## src/rtl/alu_issuer_pkg.sv

```systemverilog
// Shared state, flag-index and inp_valid encodings for the ALU operation issuer.
// Operand and command width defaults are set here so every file sees the same values.
`ifndef WIDTH
`define WIDTH 8
`endif
`ifndef CMD_WIDTH
`define CMD_WIDTH 4
`endif

package alu_issuer_pkg;

   typedef enum logic [2:0] {
      IDLE,
      ISSUE,
      BEAT_A,
      BEAT_B,
      WAIT,
      RESP
   } issuer_state_e;

   localparam int FLG_OFLOW = 4;
   localparam int FLG_COUT  = 3;
   localparam int FLG_G     = 2;
   localparam int FLG_L     = 1;
   localparam int FLG_E     = 0;
   localparam int FLG_W     = 5;

   localparam logic [1:0] IV_NONE = 2'b00;
   localparam logic [1:0] IV_A    = 2'b01;
   localparam logic [1:0] IV_B    = 2'b10;
   localparam logic [1:0] IV_AB   = 2'b11;

endpackage

```

## src/rtl/alu_rsp_buf.sv

```systemverilog
// Single-entry response holding register: loads on a capture strobe and
// stays valid and stable until the consumer accepts it.
module alu_rsp_buf
   import alu_issuer_pkg::*;
#(
   parameter int RES_W = 9
) (
   input  logic             clk,
   input  logic             rst,
   input  logic             i_cap,
   input  logic [RES_W-1:0] i_res,
   input  logic [FLG_W-1:0] i_flags,
   input  logic             i_err,
   input  logic             i_ready,
   output logic             o_valid,
   output logic [RES_W-1:0] o_res,
   output logic [FLG_W-1:0] o_flags,
   output logic             o_err
);

   logic             r_valid;
   logic [RES_W-1:0] r_res;
   logic [FLG_W-1:0] r_flags;
   logic             r_err;

   always_ff @(posedge clk) begin
      if (!rst) begin
         r_valid <= 1'b0;
         r_res   <= '0;
         r_flags <= '0;
         r_err   <= 1'b0;
      end else if (i_cap) begin
         r_valid <= 1'b1;
         r_res   <= i_res;
         r_flags <= i_flags;
         r_err   <= i_err;
      end else if (r_valid && i_ready) begin
         r_valid <= 1'b0;
      end
   end

   assign o_valid = r_valid;
   assign o_res   = r_res;
   assign o_flags = r_flags;
   assign o_err   = r_err;

endmodule

```

## src/rtl/alu_op_issuer.sv

```systemverilog
// Turns a valid/ready request stream into sequenced ALU operand/command beats
// and returns one response per request carrying the sampled ALU result and flags.
module alu_op_issuer
   import alu_issuer_pkg::*;
#(
   parameter int WIDTH     = `WIDTH,
   parameter int CMD_WIDTH = `CMD_WIDTH,
   parameter int RES_LAT   = 1
) (
   input  logic                 clk,
   input  logic                 rst,
   input  logic                 req_valid,
   output logic                 req_ready,
   input  logic [WIDTH-1:0]     req_opa,
   input  logic [WIDTH-1:0]     req_opb,
   input  logic [CMD_WIDTH-1:0] req_cmd,
   input  logic                 req_mode,
   input  logic                 req_cin,
   input  logic                 req_split,
   output logic [WIDTH-1:0]     opa,
   output logic [WIDTH-1:0]     opb,
   output logic [CMD_WIDTH-1:0] cmd,
   output logic                 mode,
   output logic                 cin,
   output logic                 ce,
   output logic [1:0]           inp_valid,
   input  logic [WIDTH:0]       res,
   input  logic                 oflow,
   input  logic                 cout,
   input  logic                 g,
   input  logic                 l,
   input  logic                 e,
   input  logic                 err,
   output logic                 rsp_valid,
   input  logic                 rsp_ready,
   output logic [WIDTH:0]       rsp_res,
   output logic [FLG_W-1:0]     rsp_flags,
   output logic                 rsp_err
);

   localparam int             CNT_W    = $clog2(RES_LAT + 1);
   localparam logic [CNT_W-1:0] CNT_INIT = CNT_W'(RES_LAT - 1);

   issuer_state_e        r_state;
   logic [WIDTH-1:0]     r_opa;
   logic [WIDTH-1:0]     r_opb;
   logic [WIDTH-1:0]     r_opb_lat;
   logic [CMD_WIDTH-1:0] r_cmd;
   logic                 r_mode;
   logic                 r_cin;
   logic                 r_ce;
   logic [1:0]           r_iv;
   logic                 r_req_ready;
   logic [CNT_W-1:0]     r_cnt;

   logic                 w_cap;
   logic [FLG_W-1:0]     w_flags;

   // Outputs are loaded on the edge that enters each state, so the ALU sees
   // them for exactly the cycle the FSM spends there.
   always_ff @(posedge clk) begin
      if (!rst) begin
         r_state     <= IDLE;
         r_opa       <= '0;
         r_opb       <= '0;
         r_opb_lat   <= '0;
         r_cmd       <= '0;
         r_mode      <= 1'b0;
         r_cin       <= 1'b0;
         r_ce        <= 1'b0;
         r_iv        <= IV_NONE;
         r_req_ready <= 1'b1;
         r_cnt       <= '0;
      end else begin
         case (r_state)
            IDLE: begin
               if (req_valid) begin
                  r_opa       <= req_opa;
                  r_opb_lat   <= req_opb;
                  r_cmd       <= req_cmd;
                  r_mode      <= req_mode;
                  r_cin       <= req_cin;
                  r_ce        <= 1'b1;
                  r_req_ready <= 1'b0;
                  if (req_split) begin
                     r_state <= BEAT_A;
                     r_iv    <= IV_A;
                     r_opb   <= '0;
                  end else begin
                     r_state <= ISSUE;
                     r_iv    <= IV_AB;
                     r_opb   <= req_opb;
                  end
               end
            end
            ISSUE, BEAT_B: begin
               r_state <= WAIT;
               r_iv    <= IV_NONE;
               r_cnt   <= CNT_INIT;
            end
            BEAT_A: begin
               r_state <= BEAT_B;
               r_iv    <= IV_B;
               r_opb   <= r_opb_lat;
            end
            WAIT: begin
               if (r_cnt == '0) begin
                  r_state <= RESP;
                  r_ce    <= 1'b0;
               end else begin
                  r_cnt <= r_cnt - 1'b1;
               end
            end
            RESP: begin
               if (rsp_ready) begin
                  r_state     <= IDLE;
                  r_req_ready <= 1'b1;
               end
            end
            default: begin
               r_state     <= IDLE;
               r_ce        <= 1'b0;
               r_iv        <= IV_NONE;
               r_req_ready <= 1'b1;
            end
         endcase
      end
   end

   // Result is taken on the last WAIT cycle, RES_LAT edges after the final beat.
   assign w_cap = (r_state == WAIT) && (r_cnt == '0);

   always_comb begin
      w_flags            = '0;
      w_flags[FLG_OFLOW] = oflow;
      w_flags[FLG_COUT]  = cout;
      w_flags[FLG_G]     = g;
      w_flags[FLG_L]     = l;
      w_flags[FLG_E]     = e;
   end

   alu_rsp_buf #(
      .RES_W (WIDTH + 1)
   ) u_rsp_buf (
      .clk     (clk),
      .rst     (rst),
      .i_cap   (w_cap),
      .i_res   (res),
      .i_flags (w_flags),
      .i_err   (err),
      .i_ready (rsp_ready),
      .o_valid (rsp_valid),
      .o_res   (rsp_res),
      .o_flags (rsp_flags),
      .o_err   (rsp_err)
   );

   assign req_ready = r_req_ready;
   assign opa       = r_opa;
   assign opb       = r_opb;
   assign cmd       = r_cmd;
   assign mode      = r_mode;
   assign cin       = r_cin;
   assign ce        = r_ce;
   assign inp_valid = r_iv;

endmodule

```

## config.mk

```make
export PLATFORM = sky130hd
export DESIGN_NAME = alu_op_issuer
export DESIGN_NICKNAME = d
export VERILOG_FILES = /design/src/rtl/alu_issuer_pkg.sv /design/src/rtl/alu_rsp_buf.sv /design/src/rtl/alu_op_issuer.sv
export SDC_FILE = /design/constraint.sdc
export NUM_CORES = 1
export LEC_CHECK = 0
export BUFFER_PORTS_ARGS = -buffer_cell sky130_fd_sc_hd__buf_4
export CAP_MARGIN = 15
export CORE_ASPECT_RATIO = 1.1
export CORE_MARGIN = 2
export CORE_UTILIZATION = 50
export DETAILED_ROUTE_END_ITERATION = 6
export PLACE_DENSITY = 0.83
export SLEW_MARGIN = 30
export SYNTH_ARGS = -nofsm -noshare
export SYNTH_HDL_FRONTEND = slang
export SYNTH_HIERARCHICAL = 1
export SYNTH_SLANG_ARGS = --single-unit
```

## constraint.sdc

```tcl
create_clock -name clk -period 3.2 [get_ports clk]
set_input_delay 0.64 -clock clk [delete_from_list [all_inputs] [get_ports clk]]
set_output_delay 0.64 -clock clk [all_outputs]
set_load 0.03 [all_outputs]
```

Yosys cells after proc, flatten, opt, wreduce, memory -nomap -nowiden
Cells that the tools add are included.
{ "word_totals": {"reg_bits": 54, "inputBits": 42, "out_inout_bits": 42, "word_cells": 65} }
{ "op_classes": {"add_sub_neg": 1, "n_eq_ne": 8, "muxes": 21, "bitwise_logic": 4, "n_reduce_logical": 16} }
{ "op_table": {"columns": ["op", "count"], "rows": [
  ["8-bit 2-to-1 mux", 2],
  ["8-bit one-hot mux with 2 select lines", 1],
  ["3-bit one-hot mux with 5 select lines", 1],
  ["3-bit 2-to-1 mux", 3],
  ["3-bit AND reduction", 3],
  ["4-bit OR reduction", 2],
  ["1-bit 2-to-1 mux", 7],
  ["3-bit by 2-bit == test with 1-bit output (second input constant)", 2],
  ["3-bit == test (second input constant)", 2],
  ["2-bit 2-to-1 mux", 3],
  ["2-bit != test (second input constant)", 3],
  ["1-bit one-hot mux with 3 select lines", 2],
  ["2-bit one-hot mux with 3 select lines", 1],
  ["2-bit AND reduction", 3],
  ["2-bit nonzero test", 3],
  ["1-bit NOT", 4],
  ["2-bit OR reduction", 2],
  ["3-bit by 1-bit == test with 1-bit output (second input constant)", 1],
  ["3-bit logical NOT", 1],
  ["1-bit logical AND", 2],
  ["1-bit one-hot mux with 2 select lines", 1],
  ["1-bit subtractor (second input constant)", 1]
]} }

Depth between registers and ports, before layout
Gate-level depths: netlist (run 1).
{ "depth": {"word_depth": 4, "mapped_depth": 7} }

By module
The synthesis (run 1) kept the hierarchy.
{ "by_module_without_submodules": {"columns": ["module", "instances", "cells_each", "area_each_um2", "seq_area_each_um2"], "rows": [
  ["alu_op_issuer", 1, 159, 1401.3, 740.7],
  ["alu_rsp_buf", 1, 51, 613.1, 320.3]
]} }

Worst setup path before layout (run 1)
Ideal clock, no wire load.
{ "synth_path": {"kind": "input to register", "from": "input req_valid", "to": "register r_cmd[0], in the netlist cmd[0]", "t_arrival_ns": 1.535, "required_ns": 3.068, "slack_ns": 1.533, "path_stages": 5, "n_path_buf": 2, "path_cell_list": "or4b_4 buf_6 clkbuf_1 nand2_1 a21oi_1"} }
{ "synth_between": {"elab_chain_len": 1} }
{ "synth_lines": {"columns": ["element", "line", "rtl"], "rows": [
  ["start, declared", "alu_op_issuer.sv:12", "input logic req_valid,"],
  ["2-bit AND reduction (no source line)", null, null],
  ["end signal, assigned", "alu_op_issuer.sv:80", "r_cmd <= req_cmd;"],
  ["end, declared", "alu_op_issuer.sv:48", "logic [CMD_WIDTH-1:0] r_cmd;"]
]} }
No other way between the ends.
A chain may end at the register's enable or synchronous reset.

Worst setup path after layout (run 1)
{ "layout_path": {"from": "register r_state[1]", "to": "register r_opb[5], in the netlist opb[5]"} }
{ "layout_between": {"elab_chain_len": 3, "word_cells_on_any_way": 6, "cone_classes": "2 x eq/ne; 1 x mux; 3 x reduce/logical"} }
{ "layout_lines": {"columns": ["element", "line", "rtl"], "rows": [
  ["start, declared", "alu_op_issuer.sv:44", "issuer_state_e r_state;"],
  ["start signal, assigned", "alu_op_issuer.sv:63", "r_state <= IDLE;"],
  ["start signal, assigned", "alu_op_issuer.sv:86", "r_state <= BEAT_A;"],
  ["start signal, assigned", "alu_op_issuer.sv:90", "r_state <= ISSUE;"],
  ["3-bit by 2-bit == test with 1-bit output / 3-bit logical NOT (equally long branches)", "alu_op_issuer.sv:75", "case (r_state)"],
  ["2-bit nonzero test (no source line) / 2-bit != test (equally long branches)", null, null],
  ["2-bit AND reduction (no source line)", null, null],
  ["end signal, assigned", "alu_op_issuer.sv:92", "r_opb <= req_opb;"],
  ["end signal, assigned", "alu_op_issuer.sv:104", "r_opb <= r_opb_lat;"],
  ["end, declared", "alu_op_issuer.sv:46", "logic [WIDTH-1:0] r_opb;"]
]} }
Several ways; a longest one is shown, not always the timed one.

==> results of run 1 <==
## power by group
group	internal [W]	switching [W]	leakage, nW
Combinational	0.000171	0.000227	0.702
Clock	0.000156	0.000227	0.0445
Sequential	0.000723	0.0000475	0.433
## metal layers
layer / GRT usage (%) / part of all wire, %
met4: 7.09 / 1.4
met5: 0 / 0
met1: 23.2 / 42
met3: 6.04 / 8.6
met2: 32.5 / 48
## critical path, stage by stage, from the launching register on
cell	delay, ns
dfxtp_1	0.46
or4b_4	0.74
nor3_4	0.33
a221o_1	0.20
## flip-flops by register name, indices dropped and copies added, names as in the netlist
signal             flops
u_rsp_buf/o_res        9
opa                    8
opb                    8
r_opb_lat              8
u_rsp_buf/o_flags      5
cmd                    4
r_state                3
inp_valid              2
ce                     1
cin                    1
mode                   1
req_ready              1
u_rsp_buf/o_err        1
u_rsp_buf/o_valid      1
## worst paths after layout
kind	from	to	slack, ns	depth (start not counted)
worst max-delay path	r_state[1]$_SDFFE_PN0P_	opb[5]$_SDFFE_PN0P_	1.40	3
worst min-delay path	r_opb_lat[0]$_SDFFE_PN0P_	r_opb_lat[0]$_SDFFE_PN0P_	0.46	2
worst max register to register	r_state[1]$_SDFFE_PN0P_	opb[5]$_SDFFE_PN0P_	1.40	3
worst min register to register	r_opb_lat[0]$_SDFFE_PN0P_	r_opb_lat[0]$_SDFFE_PN0P_	0.46	2
## cell families after synthesis
logic type	after synthesis	share of synthesized area [%]
AOI/OAI and AO/OA	43	13.4
DFF	53	52.7
and+or+nand+nor	83	21.6
buffers and inverters	16	4.97
muxes	15	7.45
## layout make-up
cell class,count,area (um^2),area share [%]
flip-flops and latches,53,1060,38.6
clock buffers,5,68.8,2.51
repair buffers,86,646,23.5
multi-input cells,141,873,31.8
clock inverters,3,21.3,0.774
inverters,3,11.3,0.410
well taps,52,65.1,2.37
## cells in the mapped netlist
library cell,instances,share of area [%]
buf_2,1,0.25
clkinv_1,1,0.19
nor2_1,2,0.37
or2_2,1,0.31
a2111oi_0,1,0.43
a21o_1,1,0.37
and3b_1,1,0.43
nor4b_2,1,0.75
a21oi_1,27,6.7
nor2b_1,17,5.3
buf_12,1,0.99
clkbuf_1,8,1.5
o21a_1,1,0.37
o21ai_0,3,0.75
nand2_1,44,8.2
buf_6,3,1.7
o22ai_1,1,0.31
a221oi_1,1,0.43
or4b_4,1,0.68
nor3_4,1,0.81
nor4_1,2,0.62
and3_1,2,0.62
nor4bb_1,1,0.50
inv_1,2,0.37
nor3_1,2,0.50
a221o_1,8,4.0
mux2i_1,15,7.5
and2_1,8,2.5
dfxtp_1,53,53
## per-stage QoR
stage	setup WS (ns)	hold WS (ns)	instance area, um^2
3_5_place_dp	1.14	0.448	2650
5_1_grt	1.31	0.483	2750
6_report	1.40	0.463	2750
2_1_floorplan	1.53	0.432	2010
3_3_place_gp	1.23	0.437	2650
4_1_cts	1.36	0.463	2740
==> results.toml, run 1 <==
[worst_setup_path]
cp_max_fo = 25
worstSetupPathType = "flop to flop"
cp.required_ns = 3.46
worstPathArrival_ns = 2.05
start_kind = "flop"
cp-end-kind = "flop"

[route]
routedWlPerCell_um = 12.3
ant_nets = 0
vias_per_cell = 5.04
drc_errors = 0
drtIter0Drc = 33
drt-total-wl_um = 4210
vias = 1730
drt-pass1-iter-count = 5

[placed_design]
port_buffers = 83
hpwlAfterDp_um = 3000
dp.cells = 335
gp_congestion = 0.708

[clock_tree]
cts_max_path_buffers = 2
cts_resized = 0
worst_skew_pair.late_latency_ns = 0.31
cts_tree = "done"
cts_buffers = 5
cts_setup_buffers = 0
cts_num_sinks = 53
clk_pin_slew_ns = 0.10
cts_max_level = 2
root_buffer = "clkbuf_8"
holdBufCountCts = 0

[final_layout]
antennaDiodeCount = 0
nets = 332
post-route-util_pct = 70.4
drive_gt1_share_pct = 34.4
layout_common_cells = "buf_4 (86), dfxtp_1 (53), nand2_1 (44)"
layoutNonFillerInstCount = 343
nFillCells = 323
final_common_cell = "buf_4"
area_growth_pct = 36.3

[run]
maxCapViolations = 0

[synthesis]
synth_cells = 210
synth_seq_area_share_pct = 52.7
yosysWarnings = 6
synthesis.area_um2 = 2010
synthesis.nets = 252
synth-seq-cells = 53
yosysUniqueCellTypes = 29
synth.avg_cell_area_um2 = 9.59

[sta]
hold_viol = 0
max_slew.worst_pin.slew_ns = 0.631
max_freq_mhz = 557
fin_crit_ns = 1.80
layout_worst_path_cycle_share_pct = 56.1
relSlewSlack_pct = 57.3
rsz0062_at_grt = "no"
skew_ns = 0.00718
final-setup-viol-count = 0
final-max-slew-violation-count = 0
tns_ns = 0

[floorplan]
fp.dieArea_um2 = 4550
core_area_um2 = 3900
pin_count = 84
std_cell_rows = 24
die_x_um = 64.5
die_y_um = 70.6
initial_core_util_pct = 51.6

[global_routing]
track_usage_pct = 19.3
antenna_found_initial = 0
grt_pass1_vias = 1595
grt_pass1_wl_um = 6910
grt_max_degree = 27
grt_overflow_total = 0

[power]
vdd.ir_drop.worst_v = 0.000421
p_leak_nw = 1.18
power.density_nw_per_um2 = 565
power_w = 0.00155

[hold_path]
hold_path.class = "flop to flop"

[status]
status = "completed"
(Power assumes the default switching activity.)
==> run 2, diff against run 1 <==
Settings changed: CORE_UTILIZATION 50 to 42, PLACE_DENSITY 0.83 to 0.74.
Clock period 3.2 ns to 1.5 ns, I/O delays scaled along.
==> results.toml, run 2 (synthesis results as in run 1) <==
[final_layout]
layout_common_cells = "buf_4 (101), dfxtp_1 (52), nand2_1 (44)"
design_area_um2 = 2990
largest_reg_flops = 9
drive_gt1_share_pct = 39.2
seqCellArea_um2 = 1060
nets = 350
multi_input_area_um2 = 887
antennaDiodeCount = 0
area_growth_pct = 48.2
nFillCells = 411
final_common_cell = "buf_4"

[route]
drt-total-wl_um = 4750
routedWlPerCell_um = 13.0
drc_errors = 0
drt-pass1-iter-count = 4
vias_per_cell = 4.97
ant_nets = 0
vias = 1814
drtIter0Drc = 61

[sta]
final-setup-viol-count = 1
fin_crit_ns = 1.50
max_freq_mhz = 666
relSlewSlack_pct = 51.9
final-max-slew-violation-count = 0
skew_ns = 0.00679
max_slew.worst_pin.slew_ns = 0.712
fin_ws_ns = -0.00247
layout_worst_path_cycle_share_pct = 100
hold_viol = 0
tns_ns = -0.00247
rsz0062_at_grt = "yes"

[floorplan]
die_y_um = 76.6
pin_count = 84
core_area_um2 = 4620
std_cell_rows = 26
die_x_um = 70.0
fp.dieArea_um2 = 5370
initial_core_util_pct = 43.6

[clock_tree]
holdBufCountCts = 0
cts_buffers = 5
cts_num_sinks = 53
root_buffer = "clkbuf_8"
worst_skew_pair.late_latency_ns = 0.30
cts_max_level = 2
cts_max_path_buffers = 2
cts_tree = "done"
clk_pin_slew_ns = 0.10

[hold_path]
hold_path.class = "primary input to flop"

[global_routing]
grt_pass1_wl_um = 7990
antenna_found_initial = 0
grt_max_degree = 21
grt_pass1_vias = 1780
grt_overflow_total = 0
track_usage_pct = 18.1

[placed_design]
gp_congestion = 0.815
dp_slack_ns = -0.00175
dpl_cell_area_um2 = 2770
port_buffers = 83
hpwlAfterDp_um = 3350

[status]
status = "finished with violations"
violations = "negative setup slack"

[worst_setup_path]
start_kind = "flop"
worstSetupPathType = "flop to flop"
cp_max_fo = 7
worstPathArrival_ns = 1.75
cp-end-kind = "flop"
cp.required_ns = 1.75

[power]
p_leak_nw = 1.31
vdd.ir_drop.worst_v = 0.000724
power_w = 0.00379
power.density_nw_per_um2 = 1270

[run]
maxCapViolations = 0
==> run 2: cell types whose count changed in the layout (fill, tap and decap cells not counted) <==
| cell | previous run | this run |
|---|---|---|
| mux2i_2 | 0 | 2 |
| buf_6 | 0 | 1 |
| buf_16 | 0 | 1 |
| buf_12 | 0 | 1 |
| mux2i_1 | 15 | 13 |
| dfxtp_2 | 0 | 1 |
| buf_4 | 86 | 101 |
| dfxtp_1 | 53 | 52 |
| clkinv_2 | 1 | 0 |
| clkinvlp_4 | 1 | 0 |
| nor3_4 | 1 | 2 |
| bufinv_16 | 0 | 2 |
| nor3_2 | 1 | 0 |
==> run 2: worst paths after layout <==
kind | from | to | slack [ns] | cells past startpoint
max | r_state[2]$_SDFFE_PN0P_ | opb[0]$_SDFFE_PN0P_ | -0.002 | 4
min | req_opb[7] | opb[7]$_SDFFE_PN0P_ | 0.22 | 2
max reg2reg | r_state[2]$_SDFFE_PN0P_ | opb[0]$_SDFFE_PN0P_ | -0.002 | 4
min reg2reg | r_opb_lat[5]$_SDFFE_PN0P_ | r_opb_lat[5]$_SDFFE_PN0P_ | 0.45 | 2
==> run 2: where the power goes <==
group          switching (W)  internal (W)  total (W)  leakage (nW)
combinational       0.000550      0.000469    0.00102         0.805
sequential         0.0000712       0.00154    0.00161         0.434
clock               0.000483      0.000672    0.00116        0.0687
total                0.00110       0.00268    0.00379          1.31
==> run 2: timing repair <==
action / CTS / global route
cloned: 1 / 0
endpoints found under the hold margin: 0 / 0
setup buffers: 2 / 2
pin swaps: 2 / 1
resized for setup: 4 / 2
endpoints found under the setup margin: 9 / 17
==> run 2: layout make-up <==
cell class	count	area share, %
clock buffer	5	2.31
clock inverter	3	2.31
multi-input combinational	141	29.7
timing repair buffer	104	27.4
tap	56	2.35
inverter	3	0.377
sequential	53	35.6
==> run 2: stage by stage <==
step	hold slack [ns]	utilization (%)	instances
after floorplan	0.428	-	210
after global placement	0.437	59.9	352
after detailed placement	0.442	60.0	352
final	0.220	64.6	365
after CTS	0.209	64.1	363
after global routing	0.204	64.6	365
==> run 2: routing by layer <==
layer | vias to the layer above | GRT usage, % | wire length, um
li1 | 912 | - | -
met1 | 823 | 22.3 | 2090
met2 | 72 | 30.8 | 2240
met3 | 7 | 5.03 | 364
met4 | 0 | 5.38 | 51
met5 | - | 0 | 0
==> run 2: worst max-delay path, cell delays in order (launching register included) <==
cell and delay (ns):
dfxtp_2 0.35, or4b_4 0.58, nor3_4 0.23, buf_6 0.15, a221o_1 0.14
